===== src/rtl/bcd_pkg.sv =====
// rtl/bcd_pkg.sv - shared constants, state type and width helper for the BCD-to-binary converter
package bcd_pkg;

  localparam int DIGIT_W = 4;
  localparam logic [DIGIT_W-1:0] ADJ_THRESH = 4'd8;
  localparam logic [DIGIT_W-1:0] ADJ_SUB    = 4'd3;

  typedef enum logic {
    IDLE,
    CONV
  } state_e;

  // Smallest width that can hold 10^digits - 1, i.e. ceil(log2(10^digits)).
  function automatic int bin_width(input int digits);
    longint p;
    int     w;
    p = 1;
    w = 0;
    for (int i = 0; i < 16; i++) begin
      if (i < digits) p = p * 10;
    end
    for (int b = 0; b < 63; b++) begin
      if ((longint'(1) << b) < p) w = b + 1;
    end
    return w;
  endfunction

endpackage


===== src/rtl/bcd_digit_adj.sv =====
// rtl/bcd_digit_adj.sv - reverse double-dabble correction for one BCD digit
module bcd_digit_adj
  import bcd_pkg::*;
(
  input  logic [DIGIT_W-1:0] d_i,
  output logic [DIGIT_W-1:0] d_o
);

  assign d_o = (d_i >= ADJ_THRESH) ? (d_i - ADJ_SUB) : d_i;

endmodule


===== src/rtl/bcdbin_seq.sv =====
// rtl/bcdbin_seq.sv - sequential packed-BCD to binary converter, one shift per clock
// Optional BCDBIN_CHECK_EN rejects operands with any digit above 9 (done+err after one cycle).
module bcdbin_seq
  import bcd_pkg::*;
#(
  parameter int DIGITS = 4,
  parameter int BIN_W  = 14
) (
  input  logic                        clk,
  input  logic                        rst,
  input  logic                        start,
  input  logic [DIGIT_W*DIGITS-1:0]   bcd_in,
  output logic [BIN_W-1:0]            bin_out,
  output logic                        busy,
  output logic                        done,
  output logic                        err
);

  localparam int BCD_W = DIGIT_W * DIGITS;
  localparam int SH_W  = BCD_W + BIN_W;
  localparam int CNT_W = $clog2(BIN_W + 1);

  if (DIGITS < 1 || DIGITS > 8) begin : g_bad_digits
    $error("bcdbin_seq: DIGITS out of range 1..8");
  end
  if (BIN_W < bin_width(DIGITS)) begin : g_bad_width
    $error("bcdbin_seq: BIN_W too small for DIGITS");
  end

  state_e             state_q, state_d;
  logic [BCD_W-1:0]   bcd_sh_q, bcd_sh_d;
  logic [BIN_W-1:0]   bin_sh_q, bin_sh_d;
  logic [CNT_W-1:0]   cnt_q, cnt_d;
  logic [BIN_W-1:0]   bin_out_q, bin_out_d;
  logic               done_q, done_d;

  logic [SH_W-1:0]    sh_next;
  logic [BCD_W-1:0]   bcd_adj;
  logic               in_bad;

  // The low bit of the BCD field falls into the binary MSB on every shift.
  assign sh_next = {bcd_sh_q, bin_sh_q} >> 1;

  for (genvar g = 0; g < DIGITS; g++) begin : g_adj
    bcd_digit_adj u_adj (
      .d_i (sh_next[BIN_W + g*DIGIT_W +: DIGIT_W]),
      .d_o (bcd_adj[g*DIGIT_W +: DIGIT_W])
    );
  end

`ifdef BCDBIN_CHECK_EN
  logic [DIGITS-1:0] dig_bad;
  logic              err_q;

  for (genvar g = 0; g < DIGITS; g++) begin : g_chk
    assign dig_bad[g] = (bcd_in[g*DIGIT_W +: DIGIT_W] > 4'd9);
  end
  assign in_bad = |dig_bad;

  // A completion raised from IDLE can only be a rejected operand.
  always_ff @(posedge clk) begin
    if (rst) begin
      err_q <= 1'b0;
    end else if (done_d) begin
      err_q <= (state_q == IDLE);
    end
  end
  assign err = err_q;
`else
  assign in_bad = 1'b0;
  assign err    = 1'b0;
`endif

  always_comb begin
    state_d   = state_q;
    bcd_sh_d  = bcd_sh_q;
    bin_sh_d  = bin_sh_q;
    cnt_d     = cnt_q;
    bin_out_d = bin_out_q;
    done_d    = 1'b0;
    case (state_q)
      IDLE: begin
        if (start) begin
          if (in_bad) begin
            bin_out_d = '0;
            done_d    = 1'b1;
          end else begin
            bcd_sh_d = bcd_in;
            bin_sh_d = '0;
            cnt_d    = CNT_W'(BIN_W);
            state_d  = CONV;
          end
        end
      end
      CONV: begin
        bcd_sh_d = bcd_adj;
        bin_sh_d = sh_next[BIN_W-1:0];
        cnt_d    = cnt_q - CNT_W'(1);
        if (cnt_q == CNT_W'(1)) begin
          state_d   = IDLE;
          bin_out_d = sh_next[BIN_W-1:0];
          done_d    = 1'b1;
        end
      end
      default: state_d = IDLE;
    endcase
  end

  always_ff @(posedge clk) begin
    if (rst) begin
      state_q   <= IDLE;
      bcd_sh_q  <= '0;
      bin_sh_q  <= '0;
      cnt_q     <= '0;
      bin_out_q <= '0;
      done_q    <= 1'b0;
    end else begin
      state_q   <= state_d;
      bcd_sh_q  <= bcd_sh_d;
      bin_sh_q  <= bin_sh_d;
      cnt_q     <= cnt_d;
      bin_out_q <= bin_out_d;
      done_q    <= done_d;
    end
  end

  assign bin_out = bin_out_q;
  assign busy    = (state_q == CONV);
  assign done    = done_q;

endmodule


===== config.mk =====
export PLATFORM = sky130hd
export DESIGN_NAME = bcdbin_seq
export DESIGN_NICKNAME = d
export VERILOG_FILES = /design/src/rtl/bcd_pkg.sv /design/src/rtl/bcd_digit_adj.sv /design/src/rtl/bcdbin_seq.sv
export SDC_FILE = /design/constraint.sdc
export NUM_CORES = 1
export LEC_CHECK = 0
export BUFFER_PORTS_ARGS = -buffer_cell sky130_fd_sc_hd__buf_2
export CAP_MARGIN = 25
export CORE_MARGIN = 2
export CORE_UTILIZATION = 50
export DETAILED_ROUTE_END_ITERATION = 6
export PLACE_DENSITY = 0.78
export SLEW_MARGIN = 20
export SYNTH_ARGS = -nofsm -noshare
export SYNTH_HDL_FRONTEND = slang
export SYNTH_SLANG_ARGS = --single-unit

===== constraint.sdc =====
create_clock -name clk -period 1.5 [get_ports clk]
set_clock_uncertainty 0.15 [all_clocks]
set_input_delay 0.15 -clock clk [delete_from_list [all_inputs] [get_ports clk]]
set_output_delay 0.15 -clock clk [all_outputs]
set_load 0.02 [all_outputs]

# [Yosys cells after proc, flatten, opt, wreduce, memory -nomap -nowiden]
# Index checks and enable logic that the tools add are counted.
[classes] bitwise_logic=1 n_reduce_logical=1 n_addsub=5 n_lt_le_gt_ge=4 muxes=17 n_eq_ne=3
[ops] operator="2-to-1 mux 14 bit" n=3
[ops] operator="case mux 16 bit (2 select lines)" n=1
[ops] operator="case mux 14 bit (2 select lines)" n=1
[ops] operator="2-to-1 mux 4 bit" n=5
[ops] operator="2-to-1 mux 16 bit" n=1
[ops] operator=">= comparator 4 bit, second input constant" n=3
[ops] operator="subtractor 4 x 2 -> 4 bit, second input constant" n=3
[ops] operator="case mux 4 bit (2 select lines)" n=1
[ops] operator="== test 4 x 1 -> 1 bit, second input constant" n=1
[ops] operator=">= comparator 3 x 4 -> 1 bit, second input constant" n=1
[ops] operator="case mux 1 bit (2 select lines)" n=2
[ops] operator="subtractor 3 x 2 -> 4 bit, second input constant" n=1
[ops] operator="subtractor 4 x 1 -> 4 bit, second input constant" n=1
[ops] operator="2-to-1 mux 1 bit" n=3
[ops] operator="inequality test 2 x 1 -> 1 bit, second input constant" n=1
[ops] operator="inequality test 2 bit, second input constant" n=1
[ops] operator="AND reduction 2 bit" n=1
[ops] operator="inverter 1 bit" n=1
[totals] ff_bits=50 input_bits=19

# [Depth between registers and ports, before layout]
# Gate-level depths: netlist of run 1.
[logic_depth] word_depth=3 mapped_depth=6 depth_no_buf=5

# [Cells and area by module]
# A second synthesis of run 1 with hierarchy kept.
[unflattened] cells_unflattened=233 hier_area_um2=2288.4
[modules_own_cells] module="bcdbin_seq" area_per_inst_um2=1983.2 cells_each=189 instances=1
[modules_own_cells] module="bcd_digit_adj" area_per_inst_um2=76.3 cells_each=11 instances=4

# [Least setup slack after synthesis of run 1]
# Ideal clock, no wire load.
[synth_timing] kind="register to register" from="reg cnt_q[1]" to="reg bin_out_q[0], in the netlist bin_out[0]" required_time_ns=1.233 n_path_buf=2 t_arrival_ns=1.228 synth_period_minus_slack_ns=1.495 stages_incl_launch_ff=7 setup_ns=0.117 path_slack_ns=0.005 cell_sequence="dfxtp_1 > inv_1 > ha_1 > and4b_1 > buf_6 > buf_8 > a22o_1"
[synth_between] elab_chain_cells=3
[synth_lines] item="start, declared" line_no="bcdbin_seq.sv:33" text="logic [CNT_W-1:0] cnt_q, cnt_d;"
[synth_lines] item="start signal, assigned" line_no="bcdbin_seq.sv:121" text="cnt_q <= cnt_d;"
[synth_lines] item="== test 4 x 1 -> 1 bit" line_no="bcdbin_seq.sv:99" text="if (cnt_q == CNT_W'(1)) begin"
[synth_lines] item="inequality test 2 x 1 -> 1 bit (no line)"
[synth_lines] item="AND reduction 2 bit (no line)"
[synth_lines] item="end signal, assigned" line_no="bcdbin_seq.sv:122" text="bin_out_q <= bin_out_d;"
[synth_lines] item="end, declared" line_no="bcdbin_seq.sv:34" text="logic [BIN_W-1:0] bin_out_q, bin_out_d;"
# Every way passes these cells.
# A chain may end at the register's enable or synchronous reset.

# [Worst setup path after layout of run 1]
[layout_timing] from="reg state_q, in the netlist busy" to="out busy"
[layout_rtl] item="start, declared" line_no="bcdbin_seq.sv:30" text="state_e state_q, state_d;"
[layout_rtl] item="start signal, assigned" line_no="bcdbin_seq.sv:118" text="state_q <= state_d;"
[layout_rtl] item="end, declared" line_no="bcdbin_seq.sv:14" text="output logic busy,"
# No word-level cell between the ends.

==> results.toml, run 1 <==
[final_layout]
n_fill_cell = 375
nets = 280
drive_gt1_frac = 0.240
areaGrowthSynthToFinish_pct = 14.0
n_antenna_cell = 0
final_cell_mix = "dfxtp_1 (48), buf_2 (34), nor2_1 (20), a211oi_1 (19), a21oi_1 (19)"
fin_area_um2 = 2480
mostFrequentLayoutCell = "dfxtp_1"

[yosys]
synthCells = 220
yosysWarnings = 0
syn-num-nets = 247
avgSynthCellArea_um2 = 9.88
ys_seq_area_frac = 0.451
synth.distinct_cells = 29
ys_ff_latch = 49
synth_area_um2 = 2170

[timing]
timing.fmax_mhz = 712
min_period_over_period = 0.936
fin_ws_ns = 0.0960
slew_viol_final = 0
setup_viol = 0
min_period_ns = 1.40
finalHoldViolations = 0
grt_setup_unrepaired = "no"

[global_route]
grt_max_degree = 29
grt_pass1_vias = 1519
antenna_found_initial = 0
grt_use_met3 = 0.0577
met1_usage = 0.197
overflow = 0
grt_pass1_wl_um = 6570
grt.total_usage = 0.166
use_met2 = 0.283
top_usage_layer = "met2"

[power_and_ir_drop]
p_sw_frac = 0.268
ir_drop_mv = 0.790
power.internal_uw = 1840
pwr-share-clk = 0.316
p_total_uw = 2520
seq_power_share = 0.559
p_leak_uw = 0.00101
power_density_nw_per_um2 = 1020
comb_power_share = 0.125
power_switching_uw = 676

[critical_path]
required_ns = 1.20
cp_cell_sequence = "buf_4 > buf_2"
critPathArrivalTime_ns = 1.10
critPathTopFamily = "flip-flops"
cpPeakStageDelay_ns = 0.43
path_class = "flip-flop to output pin"
cpMaxStageDelayCell = "dfxtp_2"
start_kind = "flip-flop"
cp-end-kind = "output pin"
path_max_fanout = 8
path_buf_inv = 2

[clock_network]
cts.sinks = 49
root_buffer = "clkbuf_8"
hold_buffers = 0
cts_tree = "built"
clk_pin_slew_ns = 0.09
clockBufferDepth = 2
clk_latency_ns = 0.30
numCtsBuffers = 5
h-tree-depth = 2

[status]
status = "completed"

[run]
cap_violations = 0

[placed_design]
io_buffers = 34
pre_cts_slack_ns = -0.0958
hpwlAfterDp_um = 2630
gp_congestion = 0.760
place_area_um2 = 2360

[floorplan]
dieHeight_um = 69.9
design.die.area_um2 = 4890
fp.coreArea_um2 = 4090
rows = 23
io-pin-count = 36
start_util = 0.532
die_w_um = 69.9

[drt]
drtIter0Drc = 91
drt-wirelength-per-cell_um = 12.3
via_per_inst = 5.43
antenna_left = 0
wirelength_um = 3730
num_vias = 1650
dr.pass1.iters = 4
drc = 0

[worst_hold_path]
hp-class = "primary input to flip-flop"
[logic make-up after synthesis]
kind of cell / synth area share
AO/OA/AOI/OAI: 0.199
AND/OR/NAND/NOR: 0.146
flip-flops: 0.451
buffers and inverters: 0.0702
multiplexers: 0.0616
adder cells (fa/ha/maj): 0.0461
XOR/XNOR: 0.0242
other: 0.00173
[power by group through the flow]
| stage | clock network, µW | registers [µW] | logic [µW] |
|---|---|---|---|
| after global placement | 0 | 1440 | 302 |
| after floorplan | 0 | 1420 | 243 |
| after detailed placement | 0 | 1440 | 310 |
| final | 797 | 1410 | 315 |
| after global routing | 875 | 1420 | 357 |
| after CTS | 822 | 1410 | 312 |
[metal layers]
layer	up-vias	wire (µm)
met2	37	1760
li1	840	-
met1	768	1770
met3	5	159
met4	0	44
met5	-	0
[repair_timing]
item | 4_1_cts | 5_1_grt
endpoints found under the setup margin | 14 | 6
pin swaps | 0 | 1
resized for setup | 1 | 1
buffers inserted | 0 | 1
hold endpoints to repair | 0 | 0
[synth_stat cells (all sizes together)]
master / n / share of area
a22o: 14 / 0.056
dfxtp: 49 / 0.45
xnor2: 6 / 0.024
mux2: 3 / 0.016
ha: 8 / 0.046
mux2i: 10 / 0.046
nor3: 3 / 0.0069
and2: 1 / 0.0029
clkbuf: 5 / 0.0086
nor2b: 12 / 0.035
inv: 8 / 0.014
and4b: 1 / 0.0046
or2: 1 / 0.0029
a311oi: 2 / 0.0081
nor3b: 14 / 0.048
nor2: 21 / 0.037
conb: 1 / 0.0017
o22a: 3 / 0.012
buf: 14 / 0.048
nand2: 3 / 0.0052
nand2b: 1 / 0.0029
o31ai: 1 / 0.0035
a21oi: 19 / 0.044
a211oi: 19 / 0.066
a31oi: 1 / 0.0098
[worst reg2reg max path, delay by kind of cell (launching register included)]
family / cells / cell delay (ns)
flip-flops: 1 / 0.39
AO/OA/AOI/OAI: 2 / 0.34
buffers and inverters: 1 / 0.16
adder cells (fa/ha/maj): 1 / 0.23
[through the flow]
stage,std cells,TNS (ns),utilization,hold WS [ns]
after floorplan,220,0,-,0.195
after global placement,295,-0.612,0.577,0.298
after detailed placement,295,-1.04,0.577,0.304
after CTS,303,0,0.601,0.00738
after global routing,304,0,0.606,0.0169
final,304,0,0.606,0.00891
[flip-flops by register name, indices dropped and copies added, names as in the netlist]
| name | count |
|---|---|
| cnt_q | 4 |
| done | 1 |
| bcd_sh_q | 16 |
| bin_sh_q | 13 |
| bin_out | 14 |
| busy | 1 |
[final cells by class]
class	instances	area (µm²)	share of cell area
clock buffers	5	68.8	0.0278
clock inverters	3	25.0	0.0101
inverters	8	30.0	0.0121
multi-input cells	144	1040	0.421
flip-flops and latches	49	982	0.396
well taps	50	62.6	0.0253
repair buffers	45	265	0.107
[final timing paths]
check               from           end  slack, ns  cells past startpoint
max reg2reg     cnt_q[0]   bin_out[11]       0.13                      4
min           bcd_in[15]  bcd_sh_q[15]      0.009                      3
min reg2reg  bin_sh_q[1]    bin_out[0]       0.32                      1
max                 busy          busy        0.1                      2
Note: power is estimated with default switching activity, not from simulation.
==> run 2: changes to the inputs <==
--- a/config.mk
+++ b/config.mk
@@ -9,8 +9,10 @@
 export CAP_MARGIN = 25
 export CORE_MARGIN = 2
 export CORE_UTILIZATION = 50
+export CTS_CLUSTER_DIAMETER = 50
 export DETAILED_ROUTE_END_ITERATION = 6
 export PLACE_DENSITY = 0.78
+export RECOVER_POWER = 50
 export SLEW_MARGIN = 20
 export SYNTH_ARGS = -nofsm -noshare
 export SYNTH_HDL_FRONTEND = slang
==> run 2 against run 1 <==
Final cell count unchanged; largest cell class unchanged; critical path type unchanged; routed wire length up 0.78%; power about the same; core utilization down 0.58 points; non-clock buffer count unchanged; global-route usage unchanged.
==> results.toml, run 2 (synthesis gave the netlist of run 1 again) <==
[final_layout]
top_register = "bcd_sh_q"
drive_gt1_frac = 0.181
areaGrowthSynthToFinish_pct = 12.9
n_fill_cell = 383
final_cell_mix = "dfxtp_1 (48), nor2_1 (20), a211oi_1 (19), a21oi_1 (19), buf_2 (19)"
n_antenna_cell = 0
largest_register_ffs = 16
nets = 280
mostFrequentLayoutCell = "dfxtp_1"
final_core_util = 0.600

[timing]
min_period_ns = 1.40
finalHoldViolations = 0
whs_ns = 0.00870
grt_setup_unrepaired = "no"
slew_viol_final = 0
timing.fmax_mhz = 712
min_period_over_period = 0.936
setup_viol = 0

[power_and_ir_drop]
seq_power_share = 0.559
p_sw_frac = 0.269
comb_power_share = 0.124
power_switching_uw = 677
power.internal_uw = 1840
power_density_nw_per_um2 = 1030
ir_drop_mv = 0.790
pwr-share-clk = 0.317
p_leak_uw = 0.000945

[clock_network]
cts_tree = "built"
h-tree-depth = 2
root_buffer = "clkbuf_8"
numCtsBuffers = 5
clk_pin_slew_ns = 0.09
clockBufferDepth = 2
cts.sinks = 49
clk_latency_ns = 0.30

[status]
status = "completed"

[critical_path]
start_kind = "flip-flop"
cp_cell_sequence = "buf_4 > buf_2"
cpPeakStageDelay_ns = 0.43
cpMaxStageDelayCell = "dfxtp_2"
cp-end-kind = "output pin"
required_ns = 1.20
critPathArrivalTime_ns = 1.10
path_max_fanout = 8
path_class = "flip-flop to output pin"

[global_route]
antenna_found_initial = 0
overflow = 0
grt_pass1_wl_um = 6570
grt_pass1_vias = 1519
grt_max_degree = 29
grt.total_usage = 0.166

[drt]
drtIter0Drc = 75
drt-wirelength-per-cell_um = 12.4
dr.pass1.iters = 4
drc = 0
num_vias = 1647
wirelength_um = 3760
antenna_left = 0
via_per_inst = 5.42

[floorplan]
die_w_um = 69.9
fp.coreArea_um2 = 4090
design.die.area_um2 = 4890
dieHeight_um = 69.9
rows = 23
io-pin-count = 36
start_util = 0.532

[run]
cap_violations = 0

[placed_design]
io_buffers = 34
gp_congestion = 0.760
hpwlAfterDp_um = 2630

[worst_hold_path]
hp-class = "primary input to flip-flop"
run 2: cell count changes in the layout (fill, tap and decap cells not counted):
cell      before  now
clkbuf_1       0   15
clkbuf_2       0    2
buf_2         34   19
buf_4         10    8
run 2: worst paths after layout:
| kind | end | slack, ns | startpoint | cells past startpoint |
|---|---|---|---|---|
| worst max-delay path | busy | 0.1 | busy | 2 |
| worst min-delay path | bcd_sh_q[15] | 0.009 | bcd_in[15] | 3 |
| worst max register to register | bin_out[11] | 0.13 | cnt_q[0] | 4 |
| worst min register to register | bin_out[0] | 0.32 | bin_sh_q[1] | 1 |
run 2: critical path: cells and delay by family, from the launching register on:
kind,cells,cell delay [ns]
flops,1,0.43
buf+inv,2,0.38
run 2: per-stage QoR:
stage               total power [µW]  cells  TNS (ns)  worst slack, ns  instance area (µm²)
finish                          2520    304         0           0.0957                 2450
global placement                1740    295    -0.612          -0.0457                 2360
global route                    2650    304         0           0.0326                 2450
CTS                             2540    303         0           0.0400                 2450
floorplan                       1670    220         0          0.00516                 2170
detailed placement              1750    295     -1.04          -0.0958                 2360
run 2: per-layer routing:
metal | routed length (µm) | global-route usage | vias up
met3 | 167 | 0.0577 | 5
li1 | - | - | 840
met4 | 44 | 0.0513 | 0
met5 | 0 | 0 | -
met1 | 1790 | 0.197 | 767
met2 | 1760 | 0.283 | 35
run 2: final cells by class:
type                            instances  area (µm²)  area share
Clock buffer                            5        68.8      0.0280
Clock inverter                          3        25.0      0.0102
Inverter                                8        30.0      0.0122
Multi-Input combinational cell        144        1040       0.425
Sequential cell                        49         982       0.400
Tap cell                               50        62.6      0.0255
Timing Repair Buffer                   45         241      0.0984
run 2: power groups by stage:
stage          sequential [µW]  clock (µW)  combinational (µW)
6_report                  1410         798                 312
3_3_place_gp              1440           0                 302
5_1_grt                   1420         875                 354
2_1_floorplan             1420           0                 243
4_1_cts                   1410         822                 312
3_5_place_dp              1440           0                 310
run 2: what timing repair did:
item,in CTS,in global routing
pin swaps,0,1
endpoints found under the setup margin,14,6
hold buffers,0,0
setup buffers,0,1
gates resized for setup,1,1
